==> src/rtl/rndx_gen.sv <==
// Multi-lane LFSR random word generator with a programmable update-rate divider.
// Each output bit comes from its own 32-bit lane seeded from a rotated base value.
module rndx_gen #(
    parameter int unsigned WIDTH    = 8,
    parameter logic [31:0] INIT_VAL = 32'h12345678,
    parameter int unsigned DIVW     = 8
) (
    input  logic             clk,
    input  logic             rst,
    input  logic             en,
    input  logic [DIVW-1:0]  div,
    input  logic             seed_we,
    input  logic [31:0]      seed,
    output logic [WIDTH-1:0] sout,
    output logic             strobe
);

    logic [31:0]     lane      [WIDTH];
    logic [31:0]     lane_next [WIDTH];
    logic [31:0]     lane_seed [WIDTH];
    logic [31:0]     base;
    logic [DIVW-1:0] cnt;
    logic            tick;

    // Lane i starts at the base rotated left by 3*i; a zero [30:0] would lock the LFSR.
    function automatic logic [31:0] derive_lane(input logic [31:0] b, input int unsigned idx);
        logic [63:0] dbl;
        logic [31:0] r;
        dbl = {b, b} << ((3 * idx) % 32);
        r   = dbl[63:32];
        if (r[30:0] == '0) begin
            r = 32'h0000_0001;
        end
        return r;
    endfunction

    always_comb begin
        base = rst ? INIT_VAL : seed;
        tick = en && (cnt >= div);
        for (int unsigned i = 0; i < WIDTH; i++) begin
            lane_seed[i] = derive_lane(base, i);
            lane_next[i] = {lane[i][30:0], lane[i][30] ^ lane[i][27]};
        end
    end

    always_ff @(posedge clk) begin
        if (rst) begin
            for (int unsigned i = 0; i < WIDTH; i++) begin
                lane[i] <= lane_seed[i];
            end
            cnt    <= '0;
            sout   <= '0;
            strobe <= 1'b0;
        end else if (seed_we) begin
            for (int unsigned i = 0; i < WIDTH; i++) begin
                lane[i] <= lane_seed[i];
            end
            cnt    <= '0;
            strobe <= 1'b0;
        end else if (tick) begin
            for (int unsigned i = 0; i < WIDTH; i++) begin
                sout[i] <= lane[i][5];
                lane[i] <= lane_next[i];
            end
            cnt    <= '0;
            strobe <= 1'b1;
        end else if (en) begin
            cnt    <= cnt + DIVW'(1);
            strobe <= 1'b0;
        end else begin
            strobe <= 1'b0;
        end
    end

endmodule

==> config.mk <==
export PLATFORM = sky130hd
export DESIGN_NAME = rndx_gen
export DESIGN_NICKNAME = d
export VERILOG_FILES = /design/src/rtl/rndx_gen.sv
export SDC_FILE = /design/constraint.sdc
export NUM_CORES = 1
export LEC_CHECK = 0
export CORE_AREA = 3 3 162 243
export DETAILED_ROUTE_END_ITERATION = 12
export DIE_AREA = 0 0 165 246
export GPL_TIMING_DRIVEN = 0
export PLACE_DENSITY = 0.55
export SLEW_MARGIN = 20
export SYNTH_ARGS = -nofsm -noshare
export SYNTH_HDL_FRONTEND = slang
export SYNTH_SLANG_ARGS = --single-unit
==> constraint.sdc <==
create_clock -name clk -period 25.6 [get_ports clk]
set_clock_uncertainty 0.1 [all_clocks]
set_input_delay 5.12 -clock clk [delete_from_list [all_inputs] [get_ports clk]]
set_output_delay 5.12 -clock clk [all_outputs]
set_load 0.1 [all_outputs]
==> metrics.txt <==
# TYPE chip_impl_metric gauge
chip_impl_metric{name="wire_per_inst",unit="um"} 24.8
chip_impl_metric{name="synth_edf_count",unit=""} 248
chip_impl_info{name="tritoncts",value="yes"} 1
chip_impl_info{name="crit_path_start_kind",value="primary input"} 1
chip_impl_metric{name="detailedPlacementHpwl",unit="um"} 21400
chip_impl_info{name="min-delay-path-class",value="register to register"} 1
chip_impl_metric{name="route.vias.total",unit=""} 6961
chip_impl_metric{name="dieHeight",unit="um"} 246
chip_impl_metric{name="boundaryPins",unit=""} 53
chip_impl_metric{name="cts_setup_buffers",unit=""} 0
chip_impl_metric{name="synth-async-reset-ratio",unit="%"} 0
chip_impl_info{name="critical-path-top-delay-family",value="buffers and inverters"} 1
chip_impl_metric{name="grt_max_degree",unit=""} 26
chip_impl_metric{name="finalWeightedCongestion",unit=""} 0.892
chip_impl_info{name="crit_slowest_cell",value="clkbuf_1"} 1
chip_impl_metric{name="post_drt_via_cell_ratio",unit=""} 5.38
chip_impl_metric{name="cellLeakagePower",unit="nW"} 4.71
chip_impl_metric{name="drt_first_iter_violations",unit=""} 579
chip_impl_info{name="outcome",value="completed"} 1
chip_impl_metric{name="tightestPinTransition",unit="ns"} 0.976
chip_impl_metric{name="flip_flop_and_latch_area",unit="sq mm"} 0.00779
chip_impl_metric{name="clockBufferDepth",unit=""} 3
chip_impl_metric{name="syn2layout_area_growth",unit="%"} 18.4
chip_impl_info{name="timing.critical_path.cells",value="clkdlybuf4s50_1 > nor2_1 > nand2_1 > or2_1 > buf_4 > inv_2 > clkbuf_1 > a22o_1"} 1
chip_impl_metric{name="nets",unit=""} 838
chip_impl_metric{name="gr-total-overflow",unit=""} 0
chip_impl_metric{name="drc",unit=""} 0
chip_impl_metric{name="multiInputGateArea",unit="sq mm"} 0.00293
chip_impl_metric{name="setup_total_negative_slack",unit="ns"} 0
chip_impl_metric{name="required",unit="ns"} 25.90
chip_impl_info{name="postSynth.topFlopCell",value="edfxtp_1"} 1
chip_impl_metric{name="grt_pass1_vias",unit=""} 7035
chip_impl_metric{name="cp.buffers_inverters",unit=""} 4
chip_impl_metric{name="global_route.usage.total",unit="%"} 15.9
chip_impl_metric{name="achievable-frequency",unit="MHz"} 132
chip_impl_metric{name="layout_filler_cell_count",unit=""} 3589
chip_impl_metric{name="portBuffers",unit=""} 22
chip_impl_metric{name="syn-cell-area",unit="sq mm"} 0.0111
chip_impl_metric{name="drt_pass1_iterations",unit=""} 5
chip_impl_metric{name="netlist-cell-type-count",unit=""} 47
chip_impl_metric{name="synth_seq_area_share",unit="%"} 69.9
chip_impl_metric{name="cts_resized",unit=""} 0
chip_impl_metric{name="dpl_cell_area",unit="sq mm"} 0.0123
chip_impl_metric{name="finalWirelength",unit="um"} 32100
chip_impl_metric{name="rows",unit=""} 87
chip_impl_metric{name="timing.critical_path.fanout_max",unit=""} 10
chip_impl_metric{name="cp.arrival",unit="ns"} 7.88
chip_impl_metric{name="count_of_endpoints_failing_hold_in_the_final_timing_report",unit=""} 0
chip_impl_info{name="grt_setup_unrepaired",value="false"} 1
chip_impl_metric{name="wire_length_of_the_first_global_routing_pass",unit="um"} 47700
chip_impl_info{name="endpoint_kind",value="register"} 1
chip_impl_info{name="hold_path_startpoint",value="sout[4]$_SDFFE_PP0P_"} 1
chip_impl_metric{name="peakVddDrop",unit="mV"} 0.0467
chip_impl_info{name="crit_type",value="primary input to register"} 1
chip_impl_metric{name="relSlewSlack",unit="%"} 34.8
chip_impl_metric{name="cts.sink_count",unit=""} 265
chip_impl_metric{name="drv.max_cap_violation_count",unit=""} 0
chip_impl_metric{name="floorplan.initialDensity",unit="%"} 29.7
chip_impl_metric{name="layout.core_utilization",unit="%"} 35.1
chip_impl_metric{name="post_route_cells_drive_above_1_share",unit="%"} 11.7
chip_impl_metric{name="stdcell_area",unit="sq mm"} 0.0132
chip_impl_metric{name="post_syn_instances",unit=""} 723
chip_impl_info{name="reg2reg_from",value="cnt[0]$_SDFFE_PP0P_"} 1
chip_impl_metric{name="core",unit="sq mm"} 0.0376
chip_impl_metric{name="synthesis.nets",unit=""} 776
chip_impl_metric{name="power-per-cell-area",unit="mW/mm^2"} 75.8
chip_impl_metric{name="antenna_found_initial",unit=""} 0
chip_impl_metric{name="final.min_clock_period",unit="ns"} 7.57
chip_impl_metric{name="htree_num_levels",unit=""} 1
chip_impl_metric{name="clock_slew_at_reported_path_ffs",unit="ns"} 0.06
chip_impl_info{name="final_common_cell",value="edfxtp_1"} 1
chip_impl_metric{name="setup_violations",unit=""} 0
chip_impl_metric{name="slew_violations",unit=""} 0
chip_impl_metric{name="design.die.area",unit="sq mm"} 0.0406
chip_impl_info{name="final_cell_mix",value="248 x edfxtp_1, 142 x a22o_1, 77 x o22a_1"} 1
chip_impl_metric{name="fin_crit_sh",unit="%"} 29.6
chip_impl_metric{name="postSynthRegisterBits",unit=""} 265
chip_impl_info{name="clock_tree.root_cell",value="clkbuf_16"} 1
chip_impl_metric{name="ant_nets",unit=""} 0
chip_impl_metric{name="cts_hold_buf",unit=""} 0
chip_impl_metric{name="die-width",unit="um"} 165
chip_impl_metric{name="yosys_warnings",unit=""} 0
chip_impl_metric{name="avgSynthCellArea",unit="sq um"} 15.4
chip_impl_metric{name="clock_latency",unit="ns"} 0.56
chip_impl_info{name="worstSetupStartpoint",value="seed_we"} 1
chip_impl_metric{name="cts-buffers-inserted",unit=""} 27
chip_impl_metric{name="critPathMaxStageDelay",unit="ns"} 0.60
chip_impl_metric{name="antennaDiodeCount",unit=""} 0
synth_stat cells (3+ instances only):
master      n  area, sq um
a21o_1      7         52.6
a21oi_1     5         25.0
a22o_1    142         1240
a31oi_1     3         18.8
buf_1      10         37.5
buf_2      25          125
buf_6       8         90.1
clkbuf_1   38          143
dfxtp_1    17          340
edfxtp_1  248         7450
ha_1        9          113
inv_1      11         41.3
nand2_1     9         33.8
nand3_1     3         15.0
nand4_1     4         25.0
nor2_1     18         67.6
nor3_1     10         50.1
nor4_1      6         37.5
o21a_1     22          165
o21ai_0     4         20.0
o21ai_1     3         15.0
o22a_1     77          674
xnor2_1     4         35.0
xor2_1     11         96.3
report_power, final:
part           switching (mW)  total (mW)  internal [mW]  leakage [nW]
sequential             0.0135       0.529          0.515          2.67
combinational          0.0403      0.0655         0.0251          1.60
clock                   0.171       0.405          0.234         0.440
total                   0.225       0.999          0.774          4.71
logic make-up (layout without fill, tap and decap cells):
logic type                 Yosys count  in the layout  share of synthesized area [%]
buffers and inverters               95            178                           4.09
AOI/OAI and AO/OA                  275            275                           20.8
DFF                                265            265                           69.9
adders and majority gates            9              9                           1.01
xor gates and xnor gates            15             15                           1.18
and+or+nand+nor                     62             62                           2.81
muxes                                2              2                          0.191
cell type report:
class | instances | share of cell area (%)
flip-flops and latches | 265 | 59.1
multi-input cells | 363 | 22.2
clock buffers | 36 | 5.61
well taps | 489 | 4.64
repair buffers | 33 | 3.87
plain buffers | 83 | 3.11
clock inverters | 14 | 1.16
inverters | 12 | 0.342
registers in the layout, summed over array words and instances (netlist names):
register  cells
strobe        1
sout          8
cnt           8
lane        248
routing by layer:
metal | vias up | GRT usage [%] | routed length (um)
li1 | 3058 | - | -
met5 | - | 0 | 0
met4 | 0 | 5.46 | 972
met3 | 64 | 2.30 | 1530
met1 | 3600 | 20.0 | 13100
met2 | 239 | 27.6 | 16400
worst paths after layout:
path | depth (start not counted) | slack (ns) | end
max | 8 | 18.03 | lane[0][120]$_DFFE_PP_
min | 1 | 0.38 | sout[4]$_SDFFE_PP0P_
max reg2reg | 9 | 22.54 | lane[0][118]$_DFFE_PP_
min reg2reg | 1 | 0.38 | sout[4]$_SDFFE_PP0P_
through the flow:
step	total power, mW	hold slack (ns)	setup slack (ns)	instances
2_1_floorplan	0.573	0.369	12.38	723
3_3_place_gp	0.602	0.363	8.36	1234
3_5_place_dp	0.603	0.364	17.47	1245
4_1_cts	1.01	0.386	18.03	1295
5_1_grt	1.03	0.403	17.80	1295
6_report	0.999	0.380	18.03	1295
Power figures use the tool's default switching activity.
